<file path="src/rtl/regfile_write_arbiter_if.sv">
// ============================================================================
// Module : regfile_write_arbiter_if
// Brief  : Requester / register-file bundle for the shared write-port arbiter.
// Rev    : 1.0  initial release
// ============================================================================
`default_nettype none

interface regfile_write_arbiter_if #(
    parameter int NUM_REQ = 3,
    parameter int DATA_W  = 8,
    parameter int SEL_W   = 2
) ();
    logic [NUM_REQ-1:0]        req_valid;
    logic [NUM_REQ-1:0]        req_ready;
    logic [NUM_REQ*SEL_W-1:0]  req_sel;
    logic [NUM_REQ*DATA_W-1:0] req_data;
    logic                      wr_hold;
    logic [SEL_W-1:0]          rd_sel;
    logic                      rd_stall;
    logic                      reg_write;
    logic [SEL_W-1:0]          reg_sel;
    logic [DATA_W-1:0]         data_in;
    logic                      illegal_sel;
    logic [7:0]                wr_count;

    modport slave (
        input  req_valid, req_sel, req_data, wr_hold, rd_sel,
        output req_ready, rd_stall, reg_write, reg_sel, data_in, illegal_sel, wr_count
    );

    modport master (
        output req_valid, req_sel, req_data, wr_hold, rd_sel,
        input  req_ready, rd_stall, reg_write, reg_sel, data_in, illegal_sel, wr_count
    );
endinterface

`default_nettype wire

</file>
<file path="src/rtl/regfile_write_arbiter.sv">
// ============================================================================
// Module : regfile_write_arbiter
// Brief  : Round-robin arbiter for the register-file write port, muxing reg_sel.
// Rev    : 1.0  initial release
// ============================================================================
`default_nettype none

module regfile_write_arbiter #(
    parameter int NUM_REQ  = 3,
    parameter int DATA_W   = 8,
    parameter int SEL_W    = 2,
    parameter int NUM_REGS = 3
) (
    input  logic                    clk,
    input  logic                    rst,
    regfile_write_arbiter_if.slave  bus
);

    localparam int PTR_W = (NUM_REQ > 2) ? 2 : 1;
    localparam logic [PTR_W-1:0] c_last_idx = PTR_W'(NUM_REQ - 1);
    localparam logic [PTR_W-1:0] c_one      = PTR_W'(1);
    localparam logic [SEL_W:0]   c_regs_lim = (SEL_W + 1)'(NUM_REGS);

    typedef enum logic [0:0] {
        IDLE  = 1'b0,
        ISSUE = 1'b1
    } state_t;

    state_t              r_state;
    state_t              w_state_next;
    logic [PTR_W-1:0]    r_rr_ptr;
    logic [PTR_W-1:0]    w_rr_next;
    logic [SEL_W-1:0]    r_wr_sel;
    logic [DATA_W-1:0]   r_data;
    logic                r_illegal;
    logic [7:0]          r_count;

    logic [NUM_REQ-1:0]  w_grant;
    logic                w_any;
    logic [PTR_W-1:0]    w_scan;
    logic [PTR_W-1:0]    w_gidx;
    logic [SEL_W-1:0]    w_gsel;
    logic [DATA_W-1:0]   w_gdata;
    logic                w_legal;
    logic                w_drop;

    // Scan from the round-robin pointer; the first valid requester wins.
    always_comb begin
        w_grant = '0;
        w_any   = 1'b0;
        w_scan  = '0;
        w_gidx  = '0;
        if (!rst && !bus.wr_hold) begin
            for (int k = 0; k < NUM_REQ; k++) begin
                w_scan = PTR_W'((int'(r_rr_ptr) + k) % NUM_REQ);
                if (!w_any && bus.req_valid[w_scan]) begin
                    w_any           = 1'b1;
                    w_grant[w_scan] = 1'b1;
                    w_gidx          = w_scan;
                end
            end
        end
    end

    always_comb begin
        w_gsel  = '0;
        w_gdata = '0;
        for (int i = 0; i < NUM_REQ; i++) begin
            if (w_grant[i]) begin
                w_gsel  = bus.req_sel[i*SEL_W +: SEL_W];
                w_gdata = bus.req_data[i*DATA_W +: DATA_W];
            end
        end
    end

    assign w_legal   = ({1'b0, w_gsel} < c_regs_lim);
    assign w_drop    = w_any && !w_legal;
    assign w_rr_next = (w_gidx == c_last_idx) ? '0 : (w_gidx + c_one);

    always_ff @(posedge clk or posedge rst) begin
        if (rst) begin
            r_state <= IDLE;
        end else begin
            r_state <= w_state_next;
        end
    end

    // A dropped (illegal) grant still completes the handshake but never issues.
    always_comb begin
        w_state_next = IDLE;
        if (w_any && w_legal) begin
            w_state_next = ISSUE;
        end
    end

    always_ff @(posedge clk or posedge rst) begin
        if (rst) begin
            r_wr_sel  <= '0;
            r_data    <= '0;
            r_rr_ptr  <= '0;
            r_illegal <= 1'b0;
            r_count   <= 8'd0;
        end else begin
            if (w_any) begin
                r_wr_sel <= w_gsel;
                r_data   <= w_gdata;
                r_rr_ptr <= w_rr_next;
            end
            if (w_drop) begin
                r_illegal <= 1'b1;
            end
            if (r_state == ISSUE && r_count != 8'hFF) begin
                r_count <= r_count + 8'd1;
            end
        end
    end

    assign bus.req_ready   = w_grant;
    assign bus.reg_write   = (r_state == ISSUE);
    assign bus.rd_stall    = (r_state == ISSUE);
    assign bus.reg_sel     = (r_state == ISSUE) ? r_wr_sel : bus.rd_sel;
    assign bus.data_in     = r_data;
    assign bus.illegal_sel = r_illegal;
    assign bus.wr_count    = r_count;

endmodule

`default_nettype wire

</file>
<file path="src/flat_wrapper.sv">
// flat-port wrapper written by rule: the top's interface ports become plain ports
module regfile_write_arbiter_flat 
#(
    parameter int NUM_REQ  = 3,
    parameter int DATA_W   = 8,
    parameter int SEL_W    = 2,
    parameter int NUM_REGS = 3
)
  (clk, rst, bus_req_valid, bus_req_sel, bus_req_data, bus_wr_hold, bus_rd_sel, bus_req_ready, bus_rd_stall, bus_reg_write, bus_reg_sel, bus_data_in, bus_illegal_sel, bus_wr_count);
  regfile_write_arbiter_if #(.NUM_REQ(NUM_REQ), .DATA_W(DATA_W), .SEL_W(SEL_W)) bus_i ();
  input  logic clk;
  input  logic rst;
  input wire logic [$bits(bus_i.req_valid)-1:0] bus_req_valid;
  input wire logic [$bits(bus_i.req_sel)-1:0] bus_req_sel;
  input wire logic [$bits(bus_i.req_data)-1:0] bus_req_data;
  input wire logic [$bits(bus_i.wr_hold)-1:0] bus_wr_hold;
  input wire logic [$bits(bus_i.rd_sel)-1:0] bus_rd_sel;
  output wire logic [$bits(bus_i.req_ready)-1:0] bus_req_ready;
  output wire logic [$bits(bus_i.rd_stall)-1:0] bus_rd_stall;
  output wire logic [$bits(bus_i.reg_write)-1:0] bus_reg_write;
  output wire logic [$bits(bus_i.reg_sel)-1:0] bus_reg_sel;
  output wire logic [$bits(bus_i.data_in)-1:0] bus_data_in;
  output wire logic [$bits(bus_i.illegal_sel)-1:0] bus_illegal_sel;
  output wire logic [$bits(bus_i.wr_count)-1:0] bus_wr_count;
  assign bus_i.req_valid = bus_req_valid;
  assign bus_i.req_sel = bus_req_sel;
  assign bus_i.req_data = bus_req_data;
  assign bus_i.wr_hold = bus_wr_hold;
  assign bus_i.rd_sel = bus_rd_sel;
  assign bus_req_ready = bus_i.req_ready;
  assign bus_rd_stall = bus_i.rd_stall;
  assign bus_reg_write = bus_i.reg_write;
  assign bus_reg_sel = bus_i.reg_sel;
  assign bus_data_in = bus_i.data_in;
  assign bus_illegal_sel = bus_i.illegal_sel;
  assign bus_wr_count = bus_i.wr_count;
  regfile_write_arbiter #(.NUM_REQ(NUM_REQ), .DATA_W(DATA_W), .SEL_W(SEL_W), .NUM_REGS(NUM_REGS)) u_core (.clk(clk), .rst(rst), .bus(bus_i));
endmodule
</file>
<file path="config.mk">
export PLATFORM = sky130hd
export DESIGN_NAME = regfile_write_arbiter_flat
export DESIGN_NICKNAME = d
export VERILOG_FILES = /design/src/rtl/regfile_write_arbiter_if.sv /design/src/rtl/regfile_write_arbiter.sv /design/src/flat_wrapper.sv
export SDC_FILE = /design/constraint.sdc
export NUM_CORES = 1
export LEC_CHECK = 0
export CORE_ASPECT_RATIO = 1.4
export CORE_UTILIZATION = 43
export DETAILED_ROUTE_END_ITERATION = 7
export GPL_TIMING_DRIVEN = 0
export HOLD_SLACK_MARGIN = 0.08
export MAX_ROUTING_LAYER = met4
export PLACE_DENSITY = 0.83
export REMOVE_ABC_BUFFERS = 1
export SLEW_MARGIN = 20
export SYNTH_ARGS = -nofsm -noshare
export SYNTH_HDL_FRONTEND = slang
export SYNTH_SLANG_ARGS = --single-unit
</file>
<file path="constraint.sdc">
create_clock -name clk -period 3.1 [get_ports clk]
set_input_delay 0.775 -clock clk [delete_from_list [all_inputs] [get_ports clk]]
set_output_delay 0.775 -clock clk [all_outputs]
set_load 0.05 [all_outputs]
</file>
# ---- Word level (Yosys, flattened, before mapping)
# Index checks and enable logic that the tools add are counted.
dict set report classes {
  n_reduce_logical 14
  add_sub_neg 4
  mux 37
  n_bitwise 2
  div 3
  eq_ne 2
  magnitude_cmp 7
}
# cell n
set op_table {}
lappend op_table {{$mod 32x3->32 const B} 2}
lappend op_table {{$mod 3x3->32 const B} 1}
lappend op_table {{$mux 8} 3}
lappend op_table {{$mux 2} 9}
lappend op_table {{$mux 3} 6}
lappend op_table {{$mux 1} 13}
lappend op_table {{$logic_and 1x1->1} 9}
lappend op_table {{$lt 2x3->1 const B} 3}
lappend op_table {{$add 8x1->8 const B} 1}
lappend op_table {{$ne 8x8->1 const B} 1}
lappend op_table {{$bmux 1 s2} 3}
lappend op_table {{$demux 1 s2} 3}
lappend op_table {{$ge 2x1->1 const B} 3}
lappend op_table {{$or 3x3->3} 2}
lappend op_table {{$logic_not 1->1} 5}
lappend op_table {{$add 2x1->3 const B} 1}
lappend op_table {{$add 2x2->3 const B} 1}
lappend op_table {{$add 2x1->2 const B} 1}
lappend op_table {{$eq 2x2->1 const B} 1}
lappend op_table {{$lt 2x2->1 const B} 1}
dict set report totals {
  wordCells 75
  in_bits 38
  ff_bits 22
}

# ---- Logic depth before layout (Yosys ltp)
# Gate-level depths: netlist of run 1.
dict set report depth {
  depth_word 19
  ltp_mapped 11
}

# ---- Worst setup path before layout of run 1
# Ideal clock, no wire load.
dict set report synth_path {
  path_kind {register -> output}
  startpoint {register u_core.r_rr_ptr[0]}
  endpoint {output port bus_req_ready[2]}
  arrival_time_ns 2.266
  stages_incl_launch_ff 10
  required_ns 2.325
  setup_slack_ns 0.059
  path_cell_list {dfrtp_1 -> inv_1 -> ha_1 -> buf_6 -> nand2b_1 -> nor3_1 -> a31o_1 -> a21oi_2 -> buf_2 -> nor2_1}
}
dict set report synth_via {
  elab_chain_cells 13
  word_cells_on_any_way 42
  cone_classes {add/sub (2); div (3); order compare (6); mux (22); bitwise (2); reduce/logical (7)}
}
# item line_no
set synth_rtl {}
lappend synth_rtl {{start: declaration} regfile_write_arbiter.sv:31} ;# logic [PTR_W-1:0] r_rr_ptr;
lappend synth_rtl {{start signal: assignment} regfile_write_arbiter.sv:107} ;# r_rr_ptr <= w_rr_next;
lappend synth_rtl {{branches (longest 11 deep; another with $mod 32x3->32)} --}
lappend synth_rtl {{$mux 3 (*)} regfile_write_arbiter.sv:56} ;# if (!w_any && bus.req_valid[w_scan]) begin
lappend synth_rtl {{$mux 3 (*)} regfile_write_arbiter.sv:53} ;# if (!rst && !bus.wr_hold) begin
lappend synth_rtl {{end: declaration} flat_wrapper.sv:18} ;# output wire logic [$bits(bus_i.req_ready)-1:0] bus_req_ready;
# Every way passes the cells marked *. The select of a mux whose other input is x is not followed.

# ---- Worst setup path after layout of run 1
dict set report layout_path {
  startpoint {register u_core.r_rr_ptr[1]}
  endpoint {output port bus_req_ready[2]}
}
# Same word-level chain as after synthesis.

==> impl_results.md, run 1 <==
* Flops & latches, synth at 22
* Hold Crit Depth at 1
* GRT Residual Overflow at 0
* CP delay by family, top: buffers and inverters
* Chip Width at 52.75 µm
* Post-synth top cells: dfrtp_1 (22), nand2_1 (17), o21ai_0 (13)
* Status: finished clean
* Slew at the pin closest to its max-slew limit at between 0.8 and 0.9 ns
* Critical-path maximum fanout at 11
* Final-report hold violation count at 0
* DR DRC count at 0
* Synth top area share at a little over a third
* Post-DP Area at between 2000 and 2500 µm²
* CP Launch Type: flop
* Kind of critical path: flop to output pin
* Max clock buf depth at 2
* Largest stage delay, worst path at ~0.44 ns
* First-pass GRT wire length at ~6300 µm
* Total number of cells along the worst setup path at 8
* Worst hold path class: flop to flop
* Vias at ~1500
* Clock Root Buffer: clkbuf_8
* Max stage delay cell, worst path: dfrtp_1
* Crit end category: output pin
* Largest net degree at the start of global routing at 23
* Die area at ~3900 µm²
* CP arrival at ~2.2 ns
* Latest clock arrival within the worst-skew pair at around 0.27 ns
* Starting Density at between 40% and 50%
* Worst path most repeated cell: inv_1
* Initial antenna violation count at 0
* Reg2reg setup slack at 0.55 ns
* Worst r2r path cells at 9
* Placed cell count at 255
* Tcrit/Tclk final at between 90% and 100%
* Fill cells at between 200 and 300
* Setup slack after layout at about 0.12 ns
* Final instance area at ~2300 µm²
* CP Buf/Inv Count at 3
* Final setup violation count at 0
* Wire per inst at between 15 and 20 µm
* Fraction of layout instances using a drive strength above 1 at about 15%
* CTS tree: yes
* GR peak layer: met2
* Final HPWL DP at between 2000 and 3000 µm
* Die H at 73.05 µm
* Clock Sinks at 22
* Leading area contributor after synthesis: dfrtp_1
* Port bufs at between 60 and 70
* Final Non-Filler Cells at 260
* Area of the multi-input gates at 937.1 µm²
* Post-synthesis cell type count at between 40 and 50
* Pre-antenna DRT Iters at 4
* Async SR Flop Fraction at 100.0%
* Pwr per Cell Area at roughly 1000 nW/µm²
* Min Tclk post-route at ~3.0 ns
* Final WL at a little under 4000 µm
* Iteration-0 DRC Markers at 18
* Design Power at 2342 µW
* Peak supply drop at roughly 550 µV
* Max_cap viols at 0
* Fin. max-slew vios at 0
* Most common cell in the netlist: dfrtp_1
* Number of synthesized flops with an enable pin at 0
* Synth Flop Type: dfrtp_1
* Gate Count Post-Synth at about 160
* Yosys warning count at 0
* Core Box Area at around 3400 µm²
* Setup TNS at 0 ns
* Vias in the first global route at around 1500
* Setup WS pre-CTS at -0.8658 ns
* Post-cts hold buffer count at 0
* Req. time, crit path at about 2.3 ns
* CP endpoint: bus_req_ready[2]
* Worst reg2reg startpoint: u_core.r_rr_ptr[1]
* Synth top area cells: dfrtp_1 (36%), a22oi_2 (6.5%), o221ai_1 (4.5%), o21ai_0 (4.2%), nand2_1 (4.1%)
* Gpl congestion at ~0.83
* Final #Nets at approximately 260
* Overall Global Routing Usage at between 20% and 30%
* FF+latch area at approximately 550 µm²
* Routed Antenna Nets at 0
* Worst Skew at a little under 0.007 ns
* Placement row count at 25
* Worst r2r dst: u_core.bus.data_in[0]
* Worst rel slew slack at between 40% and 50%
* Met2 GRT Util at roughly 39%
* TritonCTS buffer count at 3
* Max Clk Rate at approximately 340 MHz
* Syn_area_per_cell at 9.629 µm²
* Critical path launch point: u_core.r_rr_ptr[1]
* Sequential fraction of the synthesis area at between 30% and 40%
* Drt via density at roughly 5.6
* Cell Chain, Critical Path: inv_1 > ha_2 > inv_1 > nor3_1 > a31o_1 > a21oi_4 > nor2_1 > buf_2
* Met3 usage at ~3%
* # IOs at 62
* H-Tree Level Count at 1
* Synthesized area at approximately 1600 µm²
* Layout area overhead at 45.20%
* Leakage power at 0.0008952 µW
* CTS clk-pin slew, worst paths at approximately 0.08 ns
* Diode count at 0
* Met1 usage at 27.55%
[how the worst min path moves through the flow]
stage	from	endpoint	slack, ns
global route	u_core.bus.illegal_sel	u_core.bus.illegal_sel	0.51
floorplan	u_core.r_wr_sel[1]	u_core.r_wr_sel[1]	0.45
CTS	u_core.bus.illegal_sel	u_core.bus.illegal_sel	0.48
detailed placement	u_core.bus.illegal_sel	u_core.bus.illegal_sel	0.46
finish	u_core.bus.illegal_sel	u_core.bus.illegal_sel	0.47
global placement	u_core.bus.illegal_sel	u_core.bus.illegal_sel	0.44
[repair_timing]
item                       in CTS  in global routing
setup endpoints to repair       3                  2
resized for setup              24                  2
pin swaps                       1                  0
setup buffers                   1                  0
[area by class of cell]
class                   instances  share of cell area [%]
repair buffers                 63                   27.18
clock inverters                 1                   1.334
multi-input cells             123                   41.63
flip-flops and latches         22                   24.46
well taps                      40                   2.223
inverters                       8                   1.334
clock buffers                   3                   1.834
[placed cells by master, fill, tap and decap left out, types with 3 or more instances in the layout]
cell,count
a21o_1,4
a21oi_1,4
a22oi_2,8
a31oi_1,3
buf_4,4
clkbuf_8,3
clkdlybuf4s50_1,55
dfrtp_1,22
dlygate4sd2_1,3
ha_1,3
inv_1,8
mux2_2,3
nand2_1,17
nand3_1,4
nand4_1,3
nor2_1,10
o21ai_0,12
o221ai_1,8
xnor2_1,5
[layer usage]
metal  vias to the layer above  wire length [µm]
li1                        724                 -
met1                       687              1687
met2                        54              2005
met3                         2               185
met4                         0                28
met5                         -                 0
[state kept, by name (all words and copies together), names as in the netlist]
signal	flops
u_core.bus.rd_stall	1
u_core.r_wr_sel	2
u_core.bus.illegal_sel	1
u_core.r_rr_ptr	2
u_core.bus.wr_count	8
u_core.bus.data_in	8
[through the flow]
step | util, % | hold WS [ns]
after floorplan | - | 0.4500
after global placement | 63.12 | 0.4413
after detailed placement | 63.34 | 0.4623
after CTS | 65.65 | 0.4804
after global routing | 66.02 | 0.5120
final | 66.02 | 0.4664
[power breakdown]
group | internal, µW | switching, µW
Combinational | 617 | 958
Clock | 172 | 98.8
Sequential | 399 | 97.2
Total | 1190 | 1150
[logic make-up (layout without fill, tap and decap cells)]
family	Yosys count	in the layout	share of synthesized area (%)
buffers and inverters	16	75	5.731
xor gates and xnor gates	7	7	3.955
AOI/OAI and AO/OA	56	56	29.30
muxes	5	5	4.035
DFF	22	22	35.51
adders and majority gates	6	6	4.681
and+or+nand+nor	49	49	16.79
No activity file was read; power rests on OpenSTA's default activity.
==> run 2: changes to the inputs <==
ABC_AREA = 1   (was unset)
==> run 2 against run 1 <==
Cell count grew 16%. Synthesized area shrank 2.7%. Die area shrank 2.6%. Non-clock buffer count grew 2. Global-route usage shrank 1.9 points. Final area is essentially flat. Hold slack gained 0.013 ns. Sequential power grew 3%. Critical endpoint unchanged. Power grew 5.5%. Fmax shrank 1.9%.
==> impl_results.md, run 2 <==
* Routed Antenna Nets at 0 (unchanged)
* Drt via density at 5.106 (was 5.642)
* Pre-antenna DRT Iters at 4 (unchanged)
* Max clock buf depth at 2 (unchanged)
* Req. time, crit path at 2.32 ns (about the same)
* Final setup violation count at 0 (unchanged)
* Layout area overhead at 49.25% (was 45.20%)
* Hold WS at 0.4791 ns (was 0.4664 ns)
* Number of synthesized flops with an enable pin at 0 (unchanged)
* Die H at 72.09 µm (was 73.05 µm)
* # IOs at 62 (unchanged)
* Tcrit/Tclk final at 98.03% (was 96.22%)
* Slew at the pin closest to its max-slew limit at 0.8604 ns (was 0.8408 ns)
* Starting Density at 44.67% (was 45.47%)
* Syn_area_per_cell at 7.660 µm² (was 9.629 µm²)
* Met1 usage at 23.78% (was 27.55%)
* Iteration-0 DRC Markers at 35 (was 18)
* Most frequent cells in the layout: clkdlybuf4s50_1 (57), nand2_1 (50), nand3_1 (34), dfrtp_1 (22), inv_1 (15) (was clkdlybuf4s50_1 (55), dfrtp_1 (22), nand2_1 (17), o21ai_0 (12), nor2_1 (10))
* Final-report hold violation count at 0 (unchanged)
* Crit end category: output pin (unchanged)
* Wire per inst at 12.37 µm (was 15.03 µm)
* Die area at 3753 µm² (was 3853 µm²)
* Vias at 1542 (was 1467)
* DR DRC count at 0 (unchanged)
* Fin. max-slew vios at 0 (unchanged)
* Worst rel slew slack at 42.58% (was 43.88%)
* Pwr per Cell Area at 1097 nW/µm² (was 1040 nW/µm²)
* Diode count at 0 (unchanged)
* Sequential fraction of the synthesis area at 36.48% (was 35.51%)
* Post-synthesis cell type count at 29 (was 48)
* Vias in the first global route at 1404 (was 1452)
* Post-cts hold buffer count at 0 (unchanged)
* Synth top area cells: dfrtp_1 (36%), nand2_1 (13%), nand3_1 (11%), ha_1 (4.1%), inv_1 (3.7%) (was dfrtp_1 (36%), a22oi_2 (6.5%), o221ai_1 (4.5%), o21ai_0 (4.2%), nand2_1 (4.1%))
* Post-synth top cells: nand2_1 (51), nand3_1 (34), dfrtp_1 (22) (was dfrtp_1 (22), nand2_1 (17), o21ai_0 (13))
* GR peak layer: met2 (unchanged)
* CTS clk-pin slew, worst paths at 0.08 ns (about the same)
* Final HPWL DP at 2816 µm (was 2825 µm)
* Worst hold path class: flop to flop (unchanged)
* RSZ-0062 raised after global routing: yes
* CP Launch Type: input port (was flop)
* Port bufs at 61 (unchanged)
* Fill cells at 282 (was 292)
* Peak supply drop at 644.8 µV (was 551.7 µV)
* Clock Root Buffer: clkbuf_8 (unchanged)
* Chip Width at 52.07 µm (was 52.75 µm)
* Most common cell in the netlist: nand2_1 (was dfrtp_1)
* Synth top area share at 36.48% (was 35.51%)
* Synthesized area at 1509 µm² (was 1550 µm²)
* Largest net degree at the start of global routing at 23 (unchanged)
* Overall Global Routing Usage at 20.80% (was 22.73%)
* Max_cap viols at 0 (unchanged)
* Max Clk Rate at 329.0 MHz (was 335.3 MHz)
* Clock Sinks at 22 (unchanged)
* Status: finished clean (unchanged)
* Final WL at 3735 µm (was 3907 µm)
* Flops & latches, synth at 22 (unchanged)
* Gate Count Post-Synth at 197 (was 161)
* Synth Flop Type: dfrtp_1 (unchanged)
* Final #Nets at 306 (was 264)
* Placement row count at 25 (unchanged)
* Critical-path maximum fanout at 21 (was 11)
* CP arrival at 2.26 ns (was 2.21 ns)
* Leading area contributor after synthesis: dfrtp_1 (unchanged)
* Area of the multi-input gates at 868.3 µm² (was 937.1 µm²)
* Async SR Flop Fraction at 100.0% (unchanged)
* Initial antenna violation count at 0 (unchanged)
* Worst Skew at 0.001544 ns (was 0.006739 ns)
* GRT Residual Overflow at 0 (unchanged)
* Fraction of layout instances using a drive strength above 1 at 14.89% (was 14.55%)
* TritonCTS buffer count at 3 (unchanged)
* First-pass GRT wire length at 5899 µm (was 6334 µm)
* Met2 GRT Util at 37.18% (was 38.54%)
* Most common cell after layout, fill and taps aside: clkdlybuf4s50_1 (unchanged)
* Kind of critical path: input port to output pin (was flop to output pin)
* Post-DP Area at 2131 µm² (was 2160 µm²)
* Leakage power at 0.001065 µW (was 0.0008952 µW)
* H-Tree Level Count at 1 (unchanged)
* Final instance area at 2252 µm² (was 2251 µm²)
* Yosys warning count at 0 (unchanged)
* Core Box Area at 3378 µm² (was 3410 µm²)
* CTS tree: yes (unchanged)
* FF+latch area at 550.5 µm² (unchanged)
* Gpl congestion at 0.7677 (was 0.8250)
* Min Tclk post-route at 3.039 ns (was 2.983 ns)
* Latest clock arrival within the worst-skew pair at 0.26 ns (was 0.27 ns)
* Met3 usage at 1.887% (was 2.917%)
## run 2: cell count changes after synthesis, sizes merged, moves of 4 or more
cell / change
nand2: +45
nand3: +32
inv: +12
a22oi: -8
o221ai: -8
a21o: -5
a21oi: -4
## run 2: final cells by class
cell class / instances / area share [%]
multi-input cells: 151 / 38.56
repair buffers: 65 / 28.28
flip-flops and latches: 22 / 24.44
inverters: 20 / 3.333
well taps: 40 / 2.222
clock buffers: 3 / 1.833
clock inverters: 1 / 1.333
## run 2: logic make-up after synthesis
group / after synthesis / share of synthesized area [%]
simple gates: 117 / 37.64
buf+inv: 24 / 7.545
flops: 22 / 36.48
compound gates: 21 / 9.369
xor+xnor: 7 / 4.063
fa+ha+maj: 5 / 4.146
mux: 1 / 0.7462
## run 2: critical path: stages
cell and delay [ns]:
clkdlybuf4s50_1 0.47, inv_1 0.07, nand2_1 0.06, nand3_1 0.09, nand2_2 0.11, nand2_4 0.06
nand2_2 0.07, o21ai_2 0.06, nand2_2 0.11, nand2_8 0.13, inv_1 0.10, buf_6 0.16
## run 2: routing by layer
layer,wire length (µm),part of all wire [%],vias to the layer above
met4,44,1.2,0
met2,2036,55,33
li1,-,-,783
met1,1532,41,722
met3,122,3.3,4
met5,0,0,-
## run 2: stage by stage
stage          setup WS [ns]  util (%)  TNS (ns)  std cells  power (µW)
5_1_grt             -0.06699     66.67  -0.06852        302        2640
4_1_cts              0.03898     65.63         0        299        2452
6_report             0.06092     66.67         0        302        2470
3_5_place_dp         -0.8389     63.07    -2.014        294        2147
2_1_floorplan         0.3546         -         0        193        1688
3_3_place_gp         -0.8276     63.07    -1.966        294        2110
## run 2: repair_timing
action / in CTS / in global routing
setup endpoints to repair: 3 / 3
buffers inserted: 1 / 3
pin swaps: 1 / 1
resized for setup: 21 / 4
## run 2: path summary, 6_finish.rpt
check,from,to,slack [ns],depth (start not counted)
max,bus_req_valid[1],bus_req_ready[2],0.06,12
min,u_core.bus.illegal_sel,u_core.bus.illegal_sel,0.48,2
max reg2reg,u_core.r_rr_ptr[0],u_core.bus.illegal_sel,0.82,16
min reg2reg,u_core.bus.illegal_sel,u_core.bus.illegal_sel,0.48,2
max in group asynchronous,rst,u_core.bus.wr_count[3],1.50,2
min in group asynchronous,rst,u_core.r_wr_sel[0],1.07,2
## run 2: report_power, final
part	switching, µW	internal [µW]
logic	1110	580
registers	97.2	412
clock network	94.2	172
total	1310	1170
==> run 3: changes to the inputs <==
PLACE_DENSITY = 0.82   (was 0.83)
==> run 3 against run 2 <==
Non-clock buffer count increased by 2. Power rose by 3.0%. First-iteration DRC count fell by 2.9%. Cell count grew 0.66%. Fmax decreased by 0.35%. Critical path depth fell by 2. Global-route usage is 2.2 points higher. Sequential share of layout area is 0.33 points lower. Sequential cell count unchanged. Critical path type unchanged. Critical endpoint unchanged. Highest routed layer unchanged.
==> impl_results.md, run 3 (same netlist as run 2, synthesis figures left out) <==
* Req. time, crit path at 2.32 ns (about the same)
* Clock Root Buffer: clkbuf_8 (unchanged)
* Vias in the first global route at 1422 (was 1404)
* Chip Width at 52.07 µm (unchanged)
* Drt via density at 5.125 (was 5.106)
* Kind of critical path: input port to output pin (unchanged)
* GRT Residual Overflow at 0 (unchanged)
* Worst hold path class: flop to flop (unchanged)
* Routed Antenna Nets at 0 (unchanged)
* Critical-path maximum fanout at 21 (unchanged)
* Max Clk Rate at 327.9 MHz (was 329.0 MHz)
* Pwr per Cell Area at 1114 nW/µm² (was 1097 nW/µm²)
* Fill cells at 283 (was 282)
* CP arrival at 2.27 ns (was 2.26 ns)
* Layout area overhead at 51.33% (was 49.25%)
* Vias at 1558 (was 1542)
* Iteration-0 DRC Markers at 34 (was 35)
* # IOs at 62 (unchanged)
* Cell Chain, Critical Path: clkdlybuf4s50_1 > inv_1 > nand2_1 > nand3_1 > nand2_2 > nand4_1 > nand2_2 > nand2_8 > inv_4 > buf_8 (was clkdlybuf4s50_1 > inv_1 > nand2_1 > nand3_1 > nand2_2 > nand2_4 > nand2_2 > o21ai_2 > nand2_2 > nand2_8 > inv_1 > buf_6)
* Min Tclk post-route at 3.050 ns (was 3.039 ns)
* Peak supply drop at 648.9 µV (was 644.8 µV)
* Core Box Area at 3378 µm² (unchanged)
* Overall Global Routing Usage at 23.02% (was 20.80%)
* Final design utilization at 67.59% (was 66.67%)
* Worst path most repeated cell: nand2_2 (unchanged)
* Final setup violation count at 0 (unchanged)
* Status: finished clean (unchanged)
* Worst Skew at 0.001764 ns (was 0.001544 ns)
* Max clock buf depth at 2 (unchanged)
* Gpl congestion at 0.7908 (was 0.7677)
* CTS tree: yes (unchanged)
* TritonCTS buffer count at 3 (unchanged)
* Starting Density at 44.67% (unchanged)
* Placement row count at 25 (unchanged)
* Die area at 3753 µm² (unchanged)
* Wire per inst at 13.16 µm (was 12.37 µm)
* Design Power at 2544 µW (was 2470 µW)
* Largest net degree at the start of global routing at 23 (unchanged)
* Clock Sinks at 22 (unchanged)
* Pre-antenna DRT Iters at 4 (unchanged)
* First-pass GRT wire length at 6341 µm (was 5899 µm)
* Max_cap viols at 0 (unchanged)
* Latest clock arrival within the worst-skew pair at 0.27 ns (was 0.26 ns)
* Most frequent cells in the layout: clkdlybuf4s50_1 (57), nand2_1 (49), nand3_1 (34), dfrtp_1 (22), inv_1 (14) (was clkdlybuf4s50_1 (57), nand2_1 (50), nand3_1 (34), dfrtp_1 (22), inv_1 (15))
* Slew at the pin closest to its max-slew limit at 0.8365 ns (was 0.8604 ns)
* Hold WS at 0.4794 ns (was 0.4791 ns)
* Worst rel slew slack at 44.17% (was 42.58%)
* Initial antenna violation count at 0 (unchanged)
* CP Launch Type: input port (unchanged)
* RSZ-0062 raised after global routing: yes (unchanged)
* Setup TNS at 0 ns (unchanged)
* Die H at 72.09 µm (unchanged)
* Final #Nets at 308 (was 306)
* H-Tree Level Count at 1 (unchanged)
* Port bufs at 61 (unchanged)
* Largest stage delay, worst path at 0.48 ns (was 0.47 ns)
* Tcrit/Tclk final at 98.37% (was 98.03%)
* Fraction of layout instances using a drive strength above 1 at 16.29% (was 14.89%)
* Leakage power at 0.001079 µW (was 0.001065 µW)
* Final-report hold violation count at 0 (unchanged)
* Final WL at 4002 µm (was 3735 µm)
* Fin. max-slew vios at 0 (unchanged)
* Diode count at 0 (unchanged)
* CTS clk-pin slew, worst paths at 0.09 ns (was 0.08 ns)
* DR DRC count at 0 (unchanged)
* Final HPWL DP at 2887 µm (was 2816 µm)
* Crit end category: output pin (unchanged)
* Most common cell after layout, fill and taps aside: clkdlybuf4s50_1 (unchanged)
* Max stage delay cell, worst path: clkdlybuf4s50_1 (unchanged)
==> run 3: stage by stage <==
step / setup WS (ns) / area (µm²) / std cells
6_report: 0.05039 / 2283 / 304
5_1_grt: -0.03125 / 2283 / 304
4_1_cts: -0.002451 / 2218 / 299
3_5_place_dp: -0.8629 / 2131 / 294
3_3_place_gp: -0.8213 / 2131 / 294
2_1_floorplan: 0.3546 / 1470 / 193
==> run 3: metal layers <==
layer / vias up / part of all wire, % / global-route usage (%)
li1: 777 / - / -
met1: 732 / 41 / 25.93
met2: 44 / 54 / 39.89
met3: 5 / 3.8 / 1.887
met4: 0 / 1.6 / 11.11
met5: - / 0 / -
==> run 3: report_power, final <==
part           switching (µW)  total, µW  leakage [µW]  internal [µW]
sequential               96.1        508      0.000270            412
combinational            1140       1760      0.000773            619
clock                     104        276     0.0000357            173
==> run 3: final cells by class <==
cell class | instances | area (µm²) | area share (%)
Sequential cell | 22 | 550.5 | 24.11
Tap cell | 40 | 50.05 | 2.192
Timing Repair Buffer | 67 | 665.6 | 29.15
Inverter | 20 | 80.08 | 3.507
Multi-Input combinational cell | 151 | 865.8 | 37.92
Clock buffer | 3 | 41.29 | 1.808
Clock inverter | 1 | 30.03 | 1.315
==> run 3: path summary, 6_finish.rpt <==
| check | start | endpoint | slack, ns | cells after the start |
|---|---|---|---|---|
| min in group asynchronous | rst | u_core.bus.data_in[4] | 1.03 | 2 |
| max reg2reg | u_core.r_rr_ptr[0] | u_core.bus.data_in[6] | 0.63 | 13 |
| min reg2reg | u_core.bus.illegal_sel | u_core.bus.illegal_sel | 0.48 | 2 |
| min | u_core.bus.illegal_sel | u_core.bus.illegal_sel | 0.48 | 2 |
| max in group asynchronous | rst | u_core.bus.illegal_sel | 1.55 | 2 |
| max | bus_req_valid[1] | bus_req_ready[2] | 0.05 | 10 |
==> run 3: timing repair <==
item | 4_1_cts | 5_1_grt
hold buffers | 0 | 0
setup buffers | 1 | 5
hold endpoints to repair | 0 | 0
pin swaps | 1 | 2
gates resized for setup | 20 | 11
endpoints found under the setup margin | 3 | 3
==> run 3: worst max-delay path: cells and delay by family <==
| family | cells | cell delay [ns] |
|---|---|---|
| simple gates | 6 | 0.70 |
| buf+inv | 4 | 0.79 |
